--- config.mk ---
export PLATFORM = sky130hd
export DESIGN_NAME = mux_bist_ctrl
export DESIGN_NICKNAME = d
export VERILOG_FILES = /design/src/rtl/mux_bist_ctrl.sv
export SDC_FILE = /design/constraint.sdc
export NUM_CORES = 1
export LEC_CHECK = 0
export ABC_AREA = 0
export BUFFER_PORTS_ARGS = -buffer_cell sky130_fd_sc_hd__buf_2
export CAP_MARGIN = 5
export CORE_MARGIN = 4
export CORE_UTILIZATION = 50
export CTS_CLUSTER_DIAMETER = 120
export DETAILED_ROUTE_END_ITERATION = 7
export GPL_TIMING_DRIVEN = 0
export PLACE_DENSITY_LB_ADDON = 0.1
export SKIP_LAST_GASP = 1
export SLEW_MARGIN = 20
export SYNTH_ARGS = -nofsm -noshare
export SYNTH_HDL_FRONTEND = slang
export SYNTH_SLANG_ARGS = --single-unit
--- constraint.sdc ---
create_clock -name clk -period 3.5 [get_ports clk]
set_clock_uncertainty 0.05 [all_clocks]
set_input_delay 0.35 -clock clk [delete_from_list [all_inputs] [get_ports clk]]
set_output_delay 0.35 -clock clk [all_outputs]
set_load 0.01 [all_outputs]
--- src/rtl/mux_bist_ctrl.sv ---
// BIST sequencer for a 2:1 mux: walks all 8 {sel,I0,I1} vectors, checks y against
// the golden mux function and reports pass, error count, first failing vector and stuck-at class.
module mux_bist_ctrl #(
  parameter int SETTLE_CYCLES = 2,
  parameter int ERR_W         = 4
) (
  input  logic             clk,
  input  logic             rst_n,
  input  logic             start,
  input  logic             dut_y,
  output logic             dut_sel,
  output logic             dut_i0,
  output logic             dut_i1,
  output logic             busy,
  output logic             done,
  output logic             pass,
  output logic [ERR_W-1:0] err_cnt,
  output logic [2:0]       first_fail,
  output logic [1:0]       fault_class
);

  localparam int CNT_W = $clog2(SETTLE_CYCLES + 1);

  typedef enum logic [1:0] {IDLE, SETTLE, CHECK, DONE} state_t;

  state_t           state, state_nxt;
  logic [2:0]       vec;
  logic [CNT_W-1:0] settle_cnt;
  logic [2:0]       miss_exp1;
  logic [2:0]       miss_exp0;
  logic             exp_y;
  logic             miss;

  function automatic logic [ERR_W-1:0] sat_inc(input logic [ERR_W-1:0] v);
    return (&v) ? v : v + ERR_W'(1);
  endfunction

  // A stuck-at class needs every vector of one polarity to miss and none of the other.
  function automatic logic [1:0] classify(input logic [2:0] m1, input logic [2:0] m0);
    if (m1 == 3'd0 && m0 == 3'd0) return 2'b00;
    if (m1 == 3'd4 && m0 == 3'd0) return 2'b01;
    if (m0 == 3'd4 && m1 == 3'd0) return 2'b10;
    return 2'b11;
  endfunction

  assign exp_y   = vec[2] ? vec[0] : vec[1];
  assign miss    = (dut_y != exp_y);
  assign dut_sel = vec[2];
  assign dut_i0  = vec[1];
  assign dut_i1  = vec[0];

  always_comb begin
    state_nxt = state;
    case (state)
      IDLE:    if (start) state_nxt = SETTLE;
      SETTLE:  if (settle_cnt == CNT_W'(SETTLE_CYCLES - 1)) state_nxt = CHECK;
      CHECK:   state_nxt = (vec == 3'd7) ? DONE : SETTLE;
      DONE:    state_nxt = IDLE;
      default: state_nxt = IDLE;
    endcase
  end

  always_ff @(posedge clk or negedge rst_n) begin
    if (!rst_n) begin
      state       <= IDLE;
      vec         <= 3'd0;
      settle_cnt  <= '0;
      miss_exp1   <= 3'd0;
      miss_exp0   <= 3'd0;
      busy        <= 1'b0;
      done        <= 1'b0;
      pass        <= 1'b0;
      err_cnt     <= '0;
      first_fail  <= 3'd0;
      fault_class <= 2'b00;
    end else begin
      state <= state_nxt;
      done  <= 1'b0;
      case (state)
        IDLE: begin
          if (start) begin
            vec         <= 3'd0;
            settle_cnt  <= '0;
            busy        <= 1'b1;
            err_cnt     <= '0;
            first_fail  <= 3'd0;
            pass        <= 1'b0;
            fault_class <= 2'b00;
            miss_exp1   <= 3'd0;
            miss_exp0   <= 3'd0;
          end
        end
        SETTLE: settle_cnt <= settle_cnt + CNT_W'(1);
        CHECK: begin
          if (miss) begin
            err_cnt <= sat_inc(err_cnt);
            if (miss_exp1 == 3'd0 && miss_exp0 == 3'd0) first_fail <= vec;
            if (exp_y) miss_exp1 <= miss_exp1 + 3'd1;
            else       miss_exp0 <= miss_exp0 + 3'd1;
          end
          if (vec != 3'd7) begin
            vec        <= vec + 3'd1;
            settle_cnt <= '0;
          end
        end
        DONE: begin
          done        <= 1'b1;
          busy        <= 1'b0;
          pass        <= (miss_exp1 == 3'd0 && miss_exp0 == 3'd0);
          fault_class <= classify(miss_exp1, miss_exp0);
          vec         <= 3'd0;
        end
        default: ;
      endcase
    end
  end

endmodule

# Word level (Yosys, flattened, before mapping)

Index checks and enable logic that the tools add are counted.

Register bits after elaboration: 25
Bits of input ports: 4
Output and inout bits: 15
Word-level logic and storage cells: 97

Add/sub/neg operators: 5
Equal/unequal tests: 17
Muxes and demuxes: 45
Reduce and logical (&&, ||, !) cells: 19

Operators with widths:

| kind                | count |
|---|---|
| $mux 3              | 8 |
| $mux 2              | 11 |
| $reduce_and 4->1    | 5 |
| $pmux 3 s2          | 3 |
| $ne 2x2->1 const B  | 8 |
| $mux 1              | 13 |
| $mux 4              | 3 |
| $add 3x1->3 const B | 3 |
| $eq 3x3->1 const B  | 3 |
| $pmux 3 s3          | 1 |
| $pmux 2 s4          | 1 |
| $pmux 4 s2          | 1 |
| $logic_not 3->1     | 2 |
| $pmux 2 s3          | 1 |
| $reduce_and 3->1    | 2 |
| $reduce_bool 3->1   | 2 |
| $add 4x1->4 const B | 1 |
| $eq 2x1->1 const B  | 2 |
| $eq 2x2->1 const B  | 2 |
| $pmux 1 s2          | 2 |
| $pmux 2 s2          | 1 |
| $reduce_and 2->1    | 2 |
| $reduce_bool 2->1   | 2 |
| $logic_and 1x1->1   | 3 |
| other kinds (4)     | 4 |

# Logic depth before layout (Yosys ltp)

Gate-level depths: netlist of run 1.

Depth after elaboration: 13
Mapped depth: 7
Mapped depth without buffers: 6

# Least setup slack after synthesis of run 1

Ideal clock, no wire load.

Path kind: register to register
Start: register state[0]
End: register miss_exp1[0]
Setup time: 0.125 ns
Data arrival time: 1.644 ns
Data required time: 3.325 ns
Setup slack: 1.681 ns
Cell stages (with the launch flop): 8
Path buffers: 1
Period minus slack after synthesis: 1.819 ns
Cells stage by stage: dfrtp_1 -> inv_1 -> ha_1 -> buf_4 -> nor2b_1 -> nor4_1 -> a21oi_1 -> mux2_2

Longest elaborated chain between the ends: 3
Elaborated cells between the ends (all ways): 8

Ends and longest elaborated chain:

| what                                                             | RTL line | text |
|---|---|---|
| start, declared                                                  | 26       | `state_t state, state_nxt;` |
| start signal, assigned                                           | 77       | `state <= state_nxt;` |
| $eq 2x2->1 or $logic_not 2->1 (tied branches)                    | 79       | `case (state)` |
| $ne 2x2->1 (no source line) or $reduce_bool 2->1 (tied branches) | -        |  |
| $reduce_and 4->1 (no source line)                                | -        |  |
| end signal, assigned                                             | 98       | `if (exp_y) miss_exp1 <= miss_exp1 + 3'd1;` |
| end, declared                                                    | 29       | `logic [2:0] miss_exp1;` |

Parallel ways exist; a longest one is shown, timed or not.
A chain may end at the register's enable or synchronous reset.

# Final worst setup path of run 1

Ends and elaborated chain as after synthesis.

==> flow_metrics.env, run 1 <==
export IMPL_outcome="complete, no violations"
export IMPL_die_w_um=61.1
export IMPL_layout_drive_gt1_share_pct=16.4
export IMPL_synth_top_area_share_pct=44.4
export IMPL_fillers=219
export IMPL_dieArea_um2=3730
export IMPL_fp_dieH_um=61.1
export IMPL_cts_setup_buffers=0
export IMPL_ys_seq_area_share_pct=44.4
export IMPL_gp_congestion=0.782
export IMPL_slew_viol_final=0
export IMPL_slew_headroom_pct=61.9
export IMPL_crit_path_top_delay_cell="dfrtp_1"
export IMPL_max_stage_delay_ns=0.45
export IMPL_arrival_ns=2.27
export IMPL_finalSetupTns_ns=0
export IMPL_rsz0062_at_grt="no"
export IMPL_ys_seq_elements=25
export IMPL_hp_class="in2reg"
export IMPL_cts_sinks=25
export IMPL_hold_depth=3
export IMPL_drtAntennaViolNets=0
export IMPL_ctsResizeCount=0
export IMPL_synthCells=143
export IMPL_maxCapViolCount=0
export IMPL_fp_coreArea_um2=2590
export IMPL_pre_cts_ws_ns=1.44
export IMPL_synthTopCellsByCount="dfrtp_1, nand2_1, ha_1"
export IMPL_grt_pass1_vias=1105
export IMPL_timing_fmax_ghz=0.477
export IMPL_n_antenna_cell=0
export IMPL_power_density_nw_per_um2=815
export IMPL_gr_total_overflow=0
export IMPL_yosysMostFrequentCell="dfrtp_1"
export IMPL_critPathLaunchType="register"
export IMPL_synthArstFlopShare_pct=100
export IMPL_clk_path_buf_depth=2
export IMPL_synth_edf_count=0
export IMPL_numPlacedInstances=190
export IMPL_r2r_start="state[0]"
export IMPL_synth_cell_types=41
export IMPL_worst_slew_pin_slew_ns=0.556
export IMPL_synth_nets=159
export IMPL_irDropWorstVdd_v=0.000494
export IMPL_nets=182
export IMPL_ys_warn_count=0
export IMPL_crit_chain="inv_1 > ha_1 > buf_4 > nor2b_1 > nor4_1 > a21oi_1 > mux2_2"
export IMPL_final_util_pct=60.6
export IMPL_wl_per_cell_um=14.8
export IMPL_reg2reg_slack_ns=1.40
export IMPL_io_pins=19
export IMPL_initialDrtViolationCount=58
export IMPL_holdCritStartpoint="start"
export IMPL_dp_hpwl_mm=2.09
export IMPL_crit_fanout=9
export IMPL_syn_avg_cell_area_um2=9.85
export IMPL_port_buffers=17
export IMPL_yosysTopAreaCell="dfrtp_1"
export IMPL_htreeDepth=1
export IMPL_clk_latency_ns=0.33
export IMPL_cp_top_family="simple AND/OR/NAND/NOR gates"
export IMPL_via_count=1130
export IMPL_initial_core_util_pct=54.4
export IMPL_drt_total_wl_mm=2.88
export IMPL_fin_crit_sh_pct=59.9
export IMPL_cts_inserted_buffers=3
export IMPL_endpoint_kind="register"
export IMPL_clockRootBuffer="clkbuf_4"
export IMPL_crit_required_ns=3.68
export IMPL_synth_area_leaders="dfrtp_1, ha_1, nand2_1"
export IMPL_viasPerCell=5.79
export IMPL_cts_tree="yes"
export IMPL_ys_flop_type="dfrtp_1"
export IMPL_cp_depth=7
export IMPL_drc=0
export IMPL_rr_endpoint="miss_exp1[0]"
export IMPL_p_leak_uw=0.000752
export IMPL_fp_row_count=18
export IMPL_reg2reg_depth=7
export IMPL_grt_usage_pct=17.9
export IMPL_grt_max_degree=26
export IMPL_worst_slack_ns=1.40
export IMPL_first_pass_iters=4
export IMPL_crit_type="reg2reg"
export IMPL_min_period_ns=2.10
export IMPL_clk_pin_slew_ns=0.15
export IMPL_antenna_found_initial=0
export IMPL_area_delta_synth_final_pct=11.4
export IMPL_cp_num_buf_inv=2
export IMPL_grt_pass1_wl_mm=4.91
export IMPL_hold_path_end="busy"
export IMPL_hold_viol=0
export IMPL_fin_cells=195
export IMPL_syn_area_um2=1410
export IMPL_setup_violations_final=0
[repair_timing]
action	in CTS	in global routing
endpoints found under the setup margin	0	0
endpoints found under the hold margin	25	0
hold buffers	1	0
[where the power goes]
group	switching [uW]	internal, uW
sequential	86.8	382
clock	91.1	43.0
combinational	416	260
[how the worst max path moves through the flow]
stage / from / endpoint / slack (ns)
6_report: state[0] / miss_exp1[0] / 1.40
5_1_grt: state[0] / miss_exp1[0] / 1.18
4_1_cts: state[0] / miss_exp1[0] / 1.40
3_5_place_dp: state[0] / miss_exp1[0] / 1.44
3_3_place_gp: state[0] / miss_exp1[0] / 1.49
2_1_floorplan: state[0] / miss_exp1[0] / 1.68
[final cells by class]
class / count / area, um2 / area share (%)
inverters: 8 / 30.0 / 1.91
well taps: 30 / 37.5 / 2.39
multi-input cells: 106 / 734 / 46.8
clock buffers: 3 / 22.5 / 1.44
clock inverters: 1 / 5.00 / 0.319
flip-flops and latches: 25 / 626 / 39.9
plain buffers: 4 / 18.8 / 1.20
repair buffers: 18 / 95.1 / 6.06
[flip-flops by register name (all words and copies together) (netlist names)]
register	cells
err_cnt	4
first_fail	3
miss_exp0	3
miss_exp1	3
vec	3
fault_class	2
settle_cnt	2
state	2
busy	1
done	1
pass	1
[per-stage QoR]
stage | total power [uW] | area (um2) | hold WS (ns)
after floorplan | 958 | 1410 | 0.00441
after global placement | 1120 | 1530 | 0.318
after detailed placement | 1150 | 1530 | 0.331
after CTS | 1280 | 1570 | 0.337
after global routing | 1400 | 1570 | 0.357
final | 1280 | 1570 | 0.335
[kinds of logic after synthesis]
group	synth area share (%)
multiplexers	4.53
adder cells (fa/ha/maj)	10.7
AND/OR/NAND/NOR	17.6
flip-flops	44.4
XOR/XNOR	2.40
AO/OA/AOI/OAI	17.0
buffers and inverters	3.46
[worst min-delay path, delay by kind of cell]
| kind | cells | cell delay (ns) |
|---|---|---|
| buf+inv | 1 | 0.13 |
| compound gates | 2 | 0.21 |
[placed cells by master, fill, tap and decap left out, types with 2 or more instances in the layout]
cell      Yosys  layout
xnor2_1       2       2
clkbuf_1      2       2
nand2_1      23      23
o21ai_0       6       6
nand3_1       8       8
mux2i_1       3       3
buf_2         0      17
nor2_1        7       7
o21ai_1       2       2
a32o_1        2       2
inv_1         7       7
o211ai_1      4       4
clkbuf_4      0       3
nand2b_1      2       2
nand4_1       3       3
dfrtp_1      25      25
ha_1         12      12
o22ai_1       3       3
a21oi_1       7       7
nor2b_1       2       2
[per-layer routing]
metal / part of all wire (%) / track usage (%) / vias to the layer above
li1: - / - / 563
met4: 2.0 / 8.67 / 0
met2: 43 / 27.6 / 41
met1: 50 / 24.3 / 516
met5: 0 / 0 / -
met3: 5.6 / 3.14 / 10
(Power assumes the default switching activity.)
==> run 2, diff against run 1 <==
- clock period: 3.5 -> 1.8 ns (I/O delays scaled with it)
==> run 2 against run 1 <==
Effect of this change:
- sequential power grew 94%
- core utilization up 7.1 points
- critical path depth shrank 2
- largest cell class unchanged
- highest routed layer unchanged
- critical path type unchanged
- global-route usage is 1.3 points higher
==> flow_metrics.env, run 2 (same netlist as run 1, synthesis figures left out) <==
export IMPL_arrival_ns=1.91
export IMPL_irDropWorstVdd_v=0.00113
export IMPL_min_period_ns=1.71
export IMPL_dp_hpwl_mm=2.13
export IMPL_initial_core_util_pct=54.4
export IMPL_port_buffers=17
export IMPL_crit_end="first_fail[2]"
export IMPL_fin_crit_sh_pct=95.1
export IMPL_crit_type="reg2reg"
export IMPL_seqCellArea_um2=626
export IMPL_htreeDepth=1
export IMPL_rsz0062_at_grt="yes"
export IMPL_timing_fmax_ghz=0.584
export IMPL_grt_pass1_vias=1256
export IMPL_fp_dieH_um=61.1
export IMPL_grt_pass1_wl_mm=5.35
export IMPL_met3RoutedLength_um=128
export IMPL_worst_slack_ns=0.0879
export IMPL_crit_required_ns=2.00
export IMPL_grt_max_degree=26
export IMPL_gp_congestion=0.839
export IMPL_first_pass_iters=4
export IMPL_fin_cells=206
export IMPL_cts_inserted_buffers=3
export IMPL_mostFrequentLayoutCells="dfrtp_1, nand2_1, buf_2, buf_4, ha_1"
export IMPL_r2r_start="vec[2]"
export IMPL_top_layer_used="met4"
export IMPL_power_density_nw_per_um2=1660
export IMPL_clk_pin_slew_ns=0.14
export IMPL_io_pins=19
export IMPL_cts_sinks=25
export IMPL_dieArea_um2=3730
export IMPL_cts_tree="yes"
export IMPL_pre_cts_ws_ns=-0.210
export IMPL_maxCapViolCount=0
export IMPL_nets=193
export IMPL_clk_latency_ns=0.32
export IMPL_antenna_found_initial=0
export IMPL_dr_wl_met2_mm=1.51
export IMPL_crit_fanout=6
export IMPL_largest_register="err_cnt"
export IMPL_crit_start="vec[2]"
export IMPL_reg2reg_slack_ns=0.09
export IMPL_area_delta_synth_final_pct=24.5
export IMPL_die_w_um=61.1
export IMPL_gr_total_overflow=0
export IMPL_multiInputGateArea_um2=832
export IMPL_slew_viol_final=0
export IMPL_clockRootBuffer="clkbuf_4"
export IMPL_p_leak_uw=0.000825
export IMPL_hp_class="in2reg"
export IMPL_n_antenna_cell=0
export IMPL_fillers=205
export IMPL_total_power_uw=2910
export IMPL_drc=0
export IMPL_via_count=1197
export IMPL_critPathLaunchType="register"
export IMPL_worst_slew_pin_slew_ns=0.626
export IMPL_slew_headroom_pct=58.3
export IMPL_final_util_pct=67.7
export IMPL_wl_per_cell_um=15.3
export IMPL_drtAntennaViolNets=0
export IMPL_layout_drive_gt1_share_pct=28.4
export IMPL_initialDrtViolationCount=40
export IMPL_final_common_cell="dfrtp_1"
export IMPL_endpoint_kind="register"
export IMPL_clk_path_buf_depth=2
export IMPL_setup_violations_final=0
export IMPL_drt_total_wl_mm=3.15
export IMPL_viasPerCell=5.81
export IMPL_wl_met1_mm=1.45
export IMPL_numPlacedInstances=190
export IMPL_outcome="complete, no violations"
export IMPL_hold_viol=0
export IMPL_grt_usage_pct=19.2
export IMPL_fp_coreArea_um2=2590
export IMPL_reg2reg_depth=5
export IMPL_largest_reg_flops=4
export IMPL_rr_endpoint="first_fail[2]"
export IMPL_fp_row_count=18
[run 2: cell count changes in the layout (fill, tap and decap cells not counted), moves of 2 or more]
cell | before | now
buf_4 | 1 | 11
clkbuf_2 | 0 | 2
ha_1 | 12 | 10
ha_4 | 0 | 2
inv_1 | 7 | 5
inv_2 | 1 | 3
[run 2: timing repair]
| action | in CTS | in global routing |
|---|---|---|
| resized for setup | 10 | 11 |
| gates cloned | 0 | 0 |
| hold buffers | 1 | 0 |
| buffers inserted | 8 | 4 |
| endpoints found under the hold margin | 25 | 0 |
| pin swaps | 3 | 5 |
| setup endpoints to repair | 20 | 16 |
[run 2: stage by stage]
stage / hold WS (ns) / TNS (ns) / area (um2)
3_3_place_gp: 0.150 / -1.88 / 1540
6_report: 0.201 / 0 / 1750
4_1_cts: 0.190 / -0.258 / 1680
3_5_place_dp: 0.164 / -2.29 / 1540
5_1_grt: 0.199 / -0.0425 / 1750
2_1_floorplan: -0.166 / 0 / 1420
[run 2: worst max-delay path, stage by stage (launching register included)]
cell and delay [ns]:
dfrtp_1 0.50, mux2i_4 0.37, buf_4 0.22, xnor2_1 0.22, nand4_1 0.15, o211ai_1 0.13
[run 2: routing by layer]
metal	up-vias	GRT usage (%)
li1	585	-
met1	583	23.0
met2	23	33.1
met3	6	3.56
met4	0	9.29
met5	-	0
[run 2: final cells by class]
cell class                 count  area share, %
inverter                       8           1.71
tap                           30           2.14
sequential                    25           35.7
clock buffer                   4           1.50
multi-input combinational    106           47.4
timing repair buffer          30           10.8
buffer                         3          0.785
[run 2: worst min path at each step]
stage / cells past startpoint / from / endpoint
final: 3 / start / busy
after global routing: 3 / start / busy
after CTS: 3 / start / busy
after detailed placement: 1 / rst_n / fault_class[1]
after global placement: 1 / rst_n / busy
after floorplan: 0 / rst_n / busy
[run 2: power by group]
part	switching, uW	internal [uW]	total, uW
combinational	973	776	1750
clock	170	87.0	257
sequential	165	742	907
